## src/rtl/instr_encoder_pkg.sv

```systemverilog
// Shared RV32I format codes, opcodes and field bundle.
// Used by the encoder and the core decoder alike.
package instr_encoder_pkg;

    localparam logic [2:0] FMT_R = 3'd0;
    localparam logic [2:0] FMT_I = 3'd1;
    localparam logic [2:0] FMT_S = 3'd2;
    localparam logic [2:0] FMT_B = 3'd3;
    localparam logic [2:0] FMT_U = 3'd4;
    localparam logic [2:0] FMT_J = 3'd5;

    localparam logic [6:0] OP_LOAD   = 7'h03;
    localparam logic [6:0] OP_OP_IMM = 7'h13;
    localparam logic [6:0] OP_AUIPC  = 7'h17;
    localparam logic [6:0] OP_STORE  = 7'h23;
    localparam logic [6:0] OP_OP     = 7'h33;
    localparam logic [6:0] OP_LUI    = 7'h37;
    localparam logic [6:0] OP_BRANCH = 7'h63;
    localparam logic [6:0] OP_JALR   = 7'h67;
    localparam logic [6:0] OP_JAL    = 7'h6F;

    localparam logic [31:0] NOP_WORD = 32'h0000_0013;

    typedef struct packed {
        logic [2:0]  fmt;
        logic [6:0]  opcode;
        logic [4:0]  rd;
        logic [4:0]  rs1;
        logic [4:0]  rs2;
        logic [2:0]  funct3;
        logic [6:0]  funct7;
        logic [31:0] imm;
    } fields_t;

    // True when imm[31:msb] are all equal (value fits as signed).
    function automatic logic fits_signed(
        input logic [31:0] imm,
        input int unsigned msb
    );
        logic [31:0] hi;
        hi = $unsigned($signed(imm) >>> msb);
        return (hi == '0) || (hi == '1);
    endfunction

endpackage

```

## src/rtl/instr_encoder_imm_pack.sv

```systemverilog
// Combinational RV32I word assembly with immediate
// range and alignment checking.
import instr_encoder_pkg::*;

module instr_encoder_imm_pack (
    input  fields_t     f_i,
    output logic [31:0] word_o,
    output logic        err_o
);

    logic [31:0] imm;
    assign imm = f_i.imm;

    // Pack fields by format; unknown formats emit a flagged NOP.
    always_comb begin
        word_o = NOP_WORD;
        err_o  = 1'b1;
        case (f_i.fmt)
            FMT_R: begin
                word_o = {f_i.funct7, f_i.rs2, f_i.rs1,
                          f_i.funct3, f_i.rd, f_i.opcode};
                err_o  = 1'b0;
            end
            FMT_I: begin
                word_o = {imm[11:0], f_i.rs1, f_i.funct3,
                          f_i.rd, f_i.opcode};
                err_o  = !fits_signed(imm, 11);
            end
            FMT_S: begin
                word_o = {imm[11:5], f_i.rs2, f_i.rs1,
                          f_i.funct3, imm[4:0], f_i.opcode};
                err_o  = !fits_signed(imm, 11);
            end
            FMT_B: begin
                word_o = {imm[12], imm[10:5], f_i.rs2, f_i.rs1,
                          f_i.funct3, imm[4:1], imm[11],
                          f_i.opcode};
                err_o  = !fits_signed(imm, 12) || imm[0];
            end
            FMT_U: begin
                word_o = {imm[31:12], f_i.rd, f_i.opcode};
                err_o  = |imm[11:0];
            end
            FMT_J: begin
                word_o = {imm[20], imm[10:1], imm[11],
                          imm[19:12], f_i.rd, f_i.opcode};
                err_o  = !fits_signed(imm, 20) || imm[0];
            end
            default: ;
        endcase
    end

endmodule

```

## src/rtl/instr_encoder.sv

```systemverilog
// Streams encoded RV32I words with word addresses through
// a single backpressured output register.
import instr_encoder_pkg::*;

module instr_encoder #(
    parameter int ADDR_W    = 10,
    parameter int BASE_ADDR = 0
) (
    input  logic              clock,
    input  logic              reset,
    input  logic              restart,
    input  logic              in_valid,
    output logic              in_ready,
    input  logic [2:0]        in_format,
    input  logic [6:0]        in_opcode,
    input  logic [4:0]        in_rd,
    input  logic [4:0]        in_rs1,
    input  logic [4:0]        in_rs2,
    input  logic [2:0]        in_funct3,
    input  logic [6:0]        in_funct7,
    input  logic [31:0]       in_imm,
    input  logic              in_last,
    output logic              out_valid,
    input  logic              out_ready,
    output logic [31:0]       out_word,
    output logic [ADDR_W-1:0] out_addr,
    output logic              out_error,
    output logic              out_last,
    output logic [15:0]       word_count,
    output logic [7:0]        error_count
);

    localparam logic [ADDR_W-1:0] BASE = ADDR_W'(BASE_ADDR);

    fields_t     fields;
    logic [31:0] enc_word;
    logic        enc_err;
    logic        in_fire;
    logic        out_fire;

    logic              valid_q, valid_d;
    logic [31:0]       word_q, word_d;
    logic [ADDR_W-1:0] addr_q, addr_d;
    logic              err_q, err_d;
    logic              last_q, last_d;
    logic [ADDR_W-1:0] cnt_q, cnt_d;
    logic [15:0]       wcnt_q, wcnt_d;
    logic [7:0]        ecnt_q, ecnt_d;

    assign fields = '{
        fmt:    in_format,
        opcode: in_opcode,
        rd:     in_rd,
        rs1:    in_rs1,
        rs2:    in_rs2,
        funct3: in_funct3,
        funct7: in_funct7,
        imm:    in_imm
    };

    instr_encoder_imm_pack u_pack (
        .f_i    (fields),
        .word_o (enc_word),
        .err_o  (enc_err)
    );

    assign in_ready = !valid_q || out_ready;
    assign in_fire  = in_valid && in_ready;
    assign out_fire = valid_q && out_ready;

    // Next state: reload on input, drain on output, restart rebases.
    always_comb begin
        valid_d = valid_q;
        word_d  = word_q;
        addr_d  = addr_q;
        err_d   = err_q;
        last_d  = last_q;
        cnt_d   = cnt_q;
        wcnt_d  = wcnt_q;
        ecnt_d  = ecnt_q;
        if (in_fire) begin
            valid_d = 1'b1;
            word_d  = enc_word;
            addr_d  = restart ? BASE : cnt_q;
            err_d   = enc_err;
            last_d  = in_last;
        end else if (out_fire) begin
            valid_d = 1'b0;
        end
        if (restart) begin
            cnt_d = in_fire ? BASE + 1'b1 : BASE;
        end else if (in_fire) begin
            cnt_d = cnt_q + 1'b1;
        end
        if (restart) begin
            wcnt_d = '0;
            ecnt_d = '0;
        end else if (out_fire) begin
            if (wcnt_q != 16'hFFFF) wcnt_d = wcnt_q + 16'd1;
            if (err_q && ecnt_q != 8'hFF) ecnt_d = ecnt_q + 8'd1;
        end
    end

    // State registers with synchronous reset.
    always_ff @(posedge clock) begin
        if (reset) begin
            valid_q <= 1'b0;
            word_q  <= '0;
            addr_q  <= BASE;
            err_q   <= 1'b0;
            last_q  <= 1'b0;
            cnt_q   <= BASE;
            wcnt_q  <= '0;
            ecnt_q  <= '0;
        end else begin
            valid_q <= valid_d;
            word_q  <= word_d;
            addr_q  <= addr_d;
            err_q   <= err_d;
            last_q  <= last_d;
            cnt_q   <= cnt_d;
            wcnt_q  <= wcnt_d;
            ecnt_q  <= ecnt_d;
        end
    end

    assign out_valid   = valid_q;
    assign out_word    = word_q;
    assign out_addr    = addr_q;
    assign out_error   = err_q;
    assign out_last    = last_q;
    assign word_count  = wcnt_q;
    assign error_count = ecnt_q;

endmodule

```

## config.mk

```make
export PLATFORM = sky130hd
export DESIGN_NAME = instr_encoder
export DESIGN_NICKNAME = d
export VERILOG_FILES = /design/src/rtl/instr_encoder_pkg.sv /design/src/rtl/instr_encoder_imm_pack.sv /design/src/rtl/instr_encoder.sv
export SDC_FILE = /design/constraint.sdc
export NUM_CORES = 1
export LEC_CHECK = 0
export ABC_CLOCK_PERIOD_IN_PS = 2400
export BUFFER_PORTS_ARGS = -buffer_cell sky130_fd_sc_hd__buf_2
export CORE_MARGIN = 5
export CORE_UTILIZATION = 34
export CTS_BUF_LIST = sky130_fd_sc_hd__clkbuf_16
export DETAILED_ROUTE_END_ITERATION = 8
export PLACE_DENSITY_LB_ADDON = 0.3
export SKIP_CTS_REPAIR_TIMING = 1
export SYNTH_ARGS = -nofsm -noshare
export SYNTH_HDL_FRONTEND = slang
export SYNTH_HIERARCHICAL = 1
export SYNTH_SLANG_ARGS = --single-unit
```

## constraint.sdc

```tcl
create_clock -name clock -period 2.4 [get_ports clock]
set_clock_uncertainty 0.05 [all_clocks]
set_input_delay 0.48 -clock clock [delete_from_list [all_inputs] [get_ports clock]]
set_output_delay 0.48 -clock clock [all_outputs]
set_load 0.01 [all_outputs]
```

* Yosys cells after proc, flatten, opt, wreduce, memory -nomap -nowiden
Index checks and enable logic that the tools add are counted.
** Word-level totals
- Output and inout port bits :: 70
- Bits in registers :: 79
- Bits in latches :: 0
- Word-level logic and storage cells :: 53
- Memories :: 0
- Bits of input ports :: 73
- Memory bits (read-only) :: 0
- Memory bits (writable) :: 0
** Operators by class
- Shift operators :: 0
- Bitwise gates (word level) :: 0
- Div/mod/pow operators :: 0
- Add/subtract/negate cells :: 3
- Eq/ne operators :: 10
- Reductions and logical operators :: 24
- Multiplexer cells :: 8
- Magnitude comparators :: 0
- Multiply operators :: 0
** Operators with widths (count)
- 32-bit case mux with 6 select lines :: 1
- 32-bit equality test (second input constant) :: 3
- 32-bit zero test :: 3
- 10-bit 2-to-1 mux :: 3
- 16-bit by 1-bit adder with 16-bit output (second input constant) :: 1
- 16-bit != test (second input constant) :: 1
- 12-bit OR reduction :: 1
- 10-bit by 1-bit adder with 10-bit output (second input constant) :: 1
- 8-bit by 1-bit adder with 8-bit output (second input constant) :: 1
- 8-bit != test (second input constant) :: 1
- 3-bit by 2-bit equality test with 1-bit output (second input constant) :: 2
- 3-bit equality test (second input constant) :: 2
- 1-bit logical OR :: 6
- 1-bit case mux with 5 select lines :: 1
- 1-bit zero test :: 4
- 2-bit AND reduction :: 2
- 2-bit nonzero test :: 2
- 2-bit OR reduction :: 2
- 3-bit by 1-bit equality test with 1-bit output (second input constant) :: 1
- 1-bit logical AND :: 3
- 3-bit zero test :: 1
- 1-bit 2-to-1 mux :: 3

* Depth between registers and ports, before layout
Gate-level depths: netlist of the first run.
- Word-level depth :: 5
- Mapped depth :: 8
- Gate-level depth less buffers :: 7

* Cells and area by module
The synthesis of the first run kept the hierarchy.
** Modules (own cells, without submodules)
- instr_encoder :: instances 1, area an instance 3303.2 µm², cells an instance 397, seq. area each 1581.5 µm²
- instr_encoder_imm_pack :: instances 1, area an instance 785.8 µm², cells an instance 135, seq. area each 0.0 µm²

* Worst setup path after synthesis of the first run
Ideal clock, no wire load.
- Path type :: in2reg
- From :: input in_imm[15]
- To :: register err_q (netlist: out_error)
- Cell stages on the path :: 7
- Setup time :: 132 ps
- Slack :: 573 ps
- Data required time :: 2218 ps
- Arrival time :: 1645 ps
- Cell sequence :: or4_4 > nor2_2 > a22oi_1 > o311ai_2 > o311ai_1 > nand2_1 > a21oi_1
** On the way
- Word-level cells in the longest chain between the ends :: 5
** RTL lines
- start, declared :: RTL line instr_encoder.sv:21 : input logic [31:0] in_imm,
- 32-bit equality test or 32-bit zero test (tied branches) :: RTL line instr_encoder_pkg.sv:42 : return (hi == '0) || (hi == '1);
- 1-bit logical OR :: RTL line instr_encoder_pkg.sv:42
- 1-bit zero test :: RTL line instr_encoder_imm_pack.sv:38 : err_o = !fits_signed(imm, 12) || imm[0];
- 1-bit logical OR :: RTL line instr_encoder_imm_pack.sv:38
- 1-bit case mux with 5 select lines (*) :: RTL line instr_encoder_imm_pack.sv:18 : case (f_i.fmt)
- net enc_err :: RTL line instr_encoder.sv:37 : logic enc_err;
- end signal, assigned :: RTL line instr_encoder.sv:119 : err_q <= err_d;
- end, declared :: RTL line instr_encoder.sv:44 : logic err_q, err_d;
Mark *: on every way through the listed nets, which the timed path passes. The rest lies on a longest branch.
A chain may end at the register's enable or synchronous reset.

* Worst setup path in the final report of the first run
- From :: register wcnt_q[0] (netlist: word_count[0])
- To :: register wcnt_q[14] (netlist: word_count[14])
** On the way
- Word-level cells in the longest chain between the ends :: 2
** RTL lines
- start, declared :: RTL line instr_encoder.sv:47 : logic [15:0] wcnt_q, wcnt_d;
- start signal, assigned :: RTL line instr_encoder.sv:122 : wcnt_q <= wcnt_d;
- parallel branches: the longest is 2 deep, another holds 16-bit by 1-bit adder with 16-bit output
Several ways; the timed one is not identified.

==> results of run 1 <==
through the flow:
step | instances | area [µm²] | hold WS, ps
6_report | 817 | 5240 | 343
3_5_place_dp | 801 | 4940 | 397
5_1_grt | 817 | 5240 | 338
2_1_floorplan | 532 | 4090 | 406
4_1_cts | 817 | 5240 | 329
3_3_place_gp | 801 | 4940 | 389
power by group:
| group | internal (mW) | switching, mW | leakage, nW | total, mW |
|---|---|---|---|---|
| logic | 0.157 | 0.225 | 1.42 | 0.382 |
| registers | 1.35 | 0.0230 | 0.642 | 1.37 |
| clock network | 0.807 | 0.562 | 0.143 | 1.37 |
layer usage:
| layer | vias up | global-route usage (%) | part of all wire [%] | wire [µm] |
|---|---|---|---|---|
| met4 | 0 | 8.09 | 2.3 | 286 |
| met2 | 171 | 28.6 | 45 | 5620 |
| li1 | 2174 | - | - | - |
| met3 | 20 | 6.08 | 8.5 | 1060 |
| met1 | 2010 | 22.6 | 44 | 5460 |
| met5 | - | 0 | 0 | 0 |
sequential cells by signal (all words and copies together), names as in the netlist:
register and count:
out_valid 1, cnt_q 10, out_word 32, out_last 1, out_addr 10, error_count 8
word_count 16, out_error 1
synth_stat cells (all sizes together), types with 4 or more instances:
master  count
o21ai      33
clkbuf     18
nor4       12
dfxtp      79
or4         5
nor2b       4
a22o        5
or3        12
nor2       29
nor3        5
mux2i       9
nand2     118
nand2b      4
nand3b      9
buf        14
a31oi       7
xnor2       4
nand4      16
inv        11
a21oi      66
or2         4
nand3      14
a22oi       6
and2        7
xor2        4
worst max-delay path by stage:
stage / from / endpoint / slack [ps] / cells after the start
after floorplan: in_imm[15] / out_error$_SDFFE_PP0P_ / 570 / 7
after global placement: in_imm[15] / out_error$_SDFFE_PP0P_ / 370 / 8
after detailed placement: in_imm[15] / out_error$_SDFFE_PP0P_ / 340 / 8
after CTS: word_count[0]$_SDFFE_PP0P_ / word_count[14]$_SDFFE_PP0P_ / 480 / 5
after global routing: word_count[0]$_SDFFE_PP0P_ / word_count[14]$_SDFFE_PP0P_ / 300 / 5
final: word_count[0]$_SDFFE_PP0P_ / word_count[14]$_SDFFE_PP0P_ / 460 / 5
final cells by class:
class | count | area share, %
multi-input combinational | 410 | 44.3
sequential | 79 | 30.2
timing repair buffer | 154 | 15.5
clock buffer | 9 | 4.30
tap | 147 | 3.51
clock inverter | 7 | 1.39
inverter | 11 | 0.789
logic make-up (layout without fill, tap and decap cells):
group                    count (synthesis)  in the layout
AND/OR/NAND/NOR                        246            246
buffers and inverters                   43            181
XOR/XNOR                                 8              8
multiplexers                            12             12
adder cells (fa/ha/maj)                  4              4
AO/OA/AOI/OAI                          140            140
flip-flops                              79             79
critical path, delay by kind of cell, from the launching register on:
kind	cells	cell delay [ps]
AND/OR/NAND/NOR	3	970
adder cells (fa/ha/maj)	1	260
flip-flops	1	440
AO/OA/AOI/OAI	1	150
==> impl_metrics.tcl, run 1 <==
set metrics [dict create \
    run_status "complete, no violations" \
    routed_wl_mm 12.4 \
    power_mw 3.12 \
    rsz0062_at_grt "no" \
    ant_nets 0 \
    ys_ff_latch 79 \
    fin_crit_ps 1940 \
    drc_errors 0 \
    min_from "in_last" \
    crit_chain "ha_1 > nand4_2 > or2_4 > or4_1 > a21oi_1" \
    synthArstFlopShare_pct 0 \
    grt_max_degree 49 \
    setup_ws_ps 458 \
    die_area_mm2 0.0143 \
    layout-drive-gt1-share_pct 29.0 \
    first_global_vias 4360 \
    yosysSeqAreaShare_pct 38.7 \
    drv_cap 0 \
    viasPerCell 5.35 \
    worstHoldPathCells 3 \
    cts_tree "yes" \
    place_ws_ps 341 \
    grt_pass1_wl_mm 21.3 \
    gp_congestion 0.862 \
    synthToLayoutAreaGrowth_pct 28.1 \
    leakage_nw 2.21 \
    post-route-util_pct 44.0 \
    ys.flop_type "dfxtp_1" \
    synth.area.top_cells "dfxtp_1, nand2_1, a21oi_1" \
    synthAdderAreaFrac_pct 1.16 \
    tns_ps 0 \
    num_antenna_cells 0 \
    worst-slew-pin-transition_ps 503 \
    slew_headroom_pct 66.2 \
    r2r_cells 5 \
    path_clk_slew_ps 60 \
    pin_count 143 \
    period_share_pct 80.9 \
    end_kind "flip-flop" \
    syn_inst 532 \
    synth.distinct_cells 63 \
    row_count 40 \
    drt_iter0_markers 298 \
    insertion_delay_ps 340 \
    die_w_um 120 \
    syn_nets 608 \
    finalHoldViolCount 0 \
    criticalPathCategory "reg2reg" \
    r2r-end "word_count[14]$_SDFFE_PP0P_" \
    gr-total-overflow 0 \
    yosys.area_share.simple_pct 30.4 \
    initial_core_util_pct 34.3 \
    cts-htree-levels 3 \
    hp-class "in2reg" \
    multi_input_area_mm2 0.00232 \
    critPathLaunchType "flip-flop" \
    synth_top_cell_area_share_pct 38.7 \
    antenna_found_initial 0 \
    via_count 4375 \
    cp.arrival_ps 2160 \
    port_buffers 142 \
    ff_latch_area_mm2 0.00158 \
    synth_compound_area_share_pct 20.4 \
    critical_path_required_ps 2620 \
    core_mm2 0.0119 \
    final_nets 741 \
    yosys.area.top_type "dfxtp_1" \
    worstPathMaxFanout 7 \
    final_cell_mix "buf_2, nand2_1, dfxtp_1" \
    final_common_cell "buf_2" \
    syn_avg_cell_area_um2 7.69 \
    synth_warnings 6 \
    grt_use_total_pct 18.2 \
    routedWlPerCell_um 15.2 \
    cts_buffers 9 \
    num-fill-cells 1202 \
    vdd_drop_max_mv 0.320 \
    r2r_slack_ps 460 \
    synth.area.mux_share_pct 3.03 \
    timing.rr.start "word_count[0]$_SDFFE_PP0P_" \
    root_buffer "clkbuf_16" \
    synth_xor_area_share_pct 1.71 \
    dr.pass1.iters 4 \
    synth_top_family_by_area "simple AND/OR/NAND/NOR gates" \
    dp_hpwl_mm 9.37 \
    worstHoldEndpoint "out_last$_SDFFE_PP0P_" \
    die_height_um 120 \
    max_freq_ghz 0.515 \
    syn_area_mm2 0.00409 \
    numClockSinks 79 \
    slew_viol_final 0 \
    clk_path_buf_depth 2 \
    max_stage_delay_ps 440 \
    cp_slowest_cell "dfxtp_1" \
    synth_edf_count 0 \
    p_per_area_mw_per_mm2 596 \
    setup_viol 0 \
]
(Power assumes the default switching activity.)
==> inputs of run 2 (changes only) <==
- ABC_AREA: default -> 1
- ABC_CLOCK_PERIOD_IN_PS: 2400 -> 2000
- clock period: 2.4 -> 2 ns (I/O delays scaled with it)
==> run 2 against run 1 <==
  * Final area is 3.6% higher
  * Combinational power is 43% higher
  * Setup slack worse by 220 ps
  * Critical endpoint unchanged
==> impl_metrics.tcl, run 2 <==
set metrics [dict create \
    seqPwrFrac_pct 41.0 \
    p_sw_share_pct 25.2 \
    combPwrFrac_pct 13.3 \
    setup_ws_ps 236 \
    period_share_pct 88.2 \
    max_freq_ghz 0.567 \
    drv_cap 0 \
    viasPerCell 4.72 \
    die_area_mm2 0.0146 \
    p_per_area_mw_per_mm2 757 \
    root_buffer "clkbuf_16" \
    insertion_delay_ps 340 \
    largest_reg_flops 32 \
    vdd_drop_max_mv 0.401 \
    ff_latch_area_mm2 0.00158 \
    synth_edf_count 0 \
    dp_hpwl_mm 9.78 \
    cts_tree "yes" \
    drc_errors 0 \
    synth.area.top_cells "dfxtp_1, nand2_1, nor2_1" \
    grt_max_degree 41 \
    routedWlPerCell_um 13.0 \
    syn_avg_cell_area_um2 6.27 \
    power_mw 4.11 \
    p_clk_share_pct 45.7 \
    synth_top_family_by_area "simple AND/OR/NAND/NOR gates" \
    ant_nets 0 \
    synthArstFlopShare_pct 0 \
    critPathLaunchType "flip-flop" \
    synth_compound_area_share_pct 13.8 \
    final_common_cell "nand2_1" \
    net-switching-power_mw 1.04 \
    setup_viol 0 \
    cp.arrival_ps 1910 \
    yosysSeqAreaShare_pct 38.0 \
    post-route-util_pct 45.2 \
    syn_nets 740 \
    antenna_found_initial 0 \
    cts-htree-levels 3 \
    slew_headroom_pct 65.9 \
    via_count 4553 \
    gr-total-overflow 0 \
    routed_wl_mm 12.6 \
    syn_area_mm2 0.00416 \
    ys.flop_type "dfxtp_1" \
    final_cell_mix "nand2_1, nor2_1, buf_2" \
    numClockSinks 79 \
    yosys.area.top_type "dfxtp_1" \
    final_nets 888 \
    port_buffers 142 \
    layout-drive-gt1-share_pct 23.4 \
    yosys.area_share.simple_pct 37.6 \
    hp-class "in2reg" \
    drt_iter0_markers 240 \
    criticalPathCategory "reg2reg" \
    multi_input_area_mm2 0.00225 \
    synth_top_cell_area_share_pct 38.0 \
    grt_use_total_pct 17.8 \
    synth_warnings 6 \
    pin_count 143 \
    initial_core_util_pct 34.6 \
    gp_congestion 0.905 \
    slew_viol_final 0 \
    grt_pass1_wl_mm 21.1 \
    run_status "complete, no violations" \
    first_global_vias 4360 \
    synthAdderAreaFrac_pct 0.902 \
    synth.area.mux_share_pct 0 \
    design_area_mm2 0.00543 \
    synthToLayoutAreaGrowth_pct 30.4 \
    finalHoldViolCount 0 \
    path_clk_slew_ps 60 \
    end_kind "flip-flop" \
    critical_path_required_ps 2150 \
    row_count 40 \
    worst-slew-pin-transition_ps 511 \
    core_mm2 0.0120 \
    rsz0062_at_grt "no" \
    synth.distinct_cells 31 \
    dr.pass1.iters 4 \
    die_height_um 121 \
    place_ws_ps -338 \
    num-fill-cells 1267 \
    placed_area_mm2 0.00507 \
    clk_path_buf_depth 2 \
    cts_buffers 9 \
    num_antenna_cells 0 \
    fin_crit_ps 1760 \
    synthTopCellsByCount "nand2_1, nor2_1, dfxtp_1, inv_1, o21ai_0" \
    p_int_mw 3.07 \
    syn_inst 664 \
    worstPathMaxFanout 11 \
    ys_ff_latch 79 \
    die_w_um 121 \
    yosysMostFrequentCell "nand2_1" \
    synth_xor_area_share_pct 1.47 \
    leakage_nw 2.58 \
]
## run 2: logic make-up after synthesis
kind of cell / Yosys count
AO/OA/AOI/OAI: 103
adder cells (fa/ha/maj): 3
flip-flops: 79
AND/OR/NAND/NOR: 388
XOR/XNOR: 7
buffers and inverters: 84
## run 2: area by class of cell
| class | instances | area share [%] |
|---|---|---|
| inverters | 63 | 4.43 |
| clock buffers | 9 | 4.15 |
| well taps | 147 | 3.39 |
| clock inverters | 7 | 2.08 |
| repair buffers | 157 | 15.4 |
| flip-flops and latches | 79 | 29.1 |
| multi-input cells | 502 | 41.4 |
## run 2: power groups by stage
stage	clock network [mW]	registers [mW]	logic, mW
3_5_place_dp	0	1.72	0.553
3_3_place_gp	0	1.72	0.553
2_1_floorplan	0	1.75	0.269
6_report	1.88	1.68	0.547
5_1_grt	2.00	1.69	0.624
4_1_cts	1.93	1.68	0.554
## run 2: metal layers
| metal | global-route usage (%) | wire length, µm |
|---|---|---|
| met5 | 0 | 0 |
| met4 | 7.37 | 258 |
| met3 | 4.21 | 852 |
| met2 | 29.3 | 5700 |
| met1 | 22.3 | 5770 |
## run 2: worst paths after layout
path              depth (start not counted)                  startpoint                          end  slack [ps]
setup / recovery                          9  word_count[1]$_SDFFE_PP0P_  word_count[14]$_SDFFE_PP0P_         240
hold / removal                            3                     in_last        out_last$_SDFFE_PP0P_         270
hold reg to reg                           2    out_word[8]$_SDFFE_PP0P_     out_word[8]$_SDFFE_PP0P_         420
setup reg to reg                          9  word_count[1]$_SDFFE_PP0P_  word_count[14]$_SDFFE_PP0P_         240
## run 2: stage by stage
stage | TNS, ps | instances | hold slack, ps
2_1_floorplan | 0 | 664 | 393
3_3_place_gp | -2600 | 947 | 409
3_5_place_dp | -3310 | 947 | 415
4_1_cts | -3570 | 963 | 252
5_1_grt | 0 | 964 | 278
6_report | 0 | 964 | 267
## run 2: critical path, stage by stage (launching register included)
cell and delay, ps:
dfxtp_1 340, ha_1 200, inv_1 50, nor2_1 40, nand2_1 80, nor2_1 90
nor2_4 300, clkinvlp_4 300, nand2_1 110, a21oi_1 60
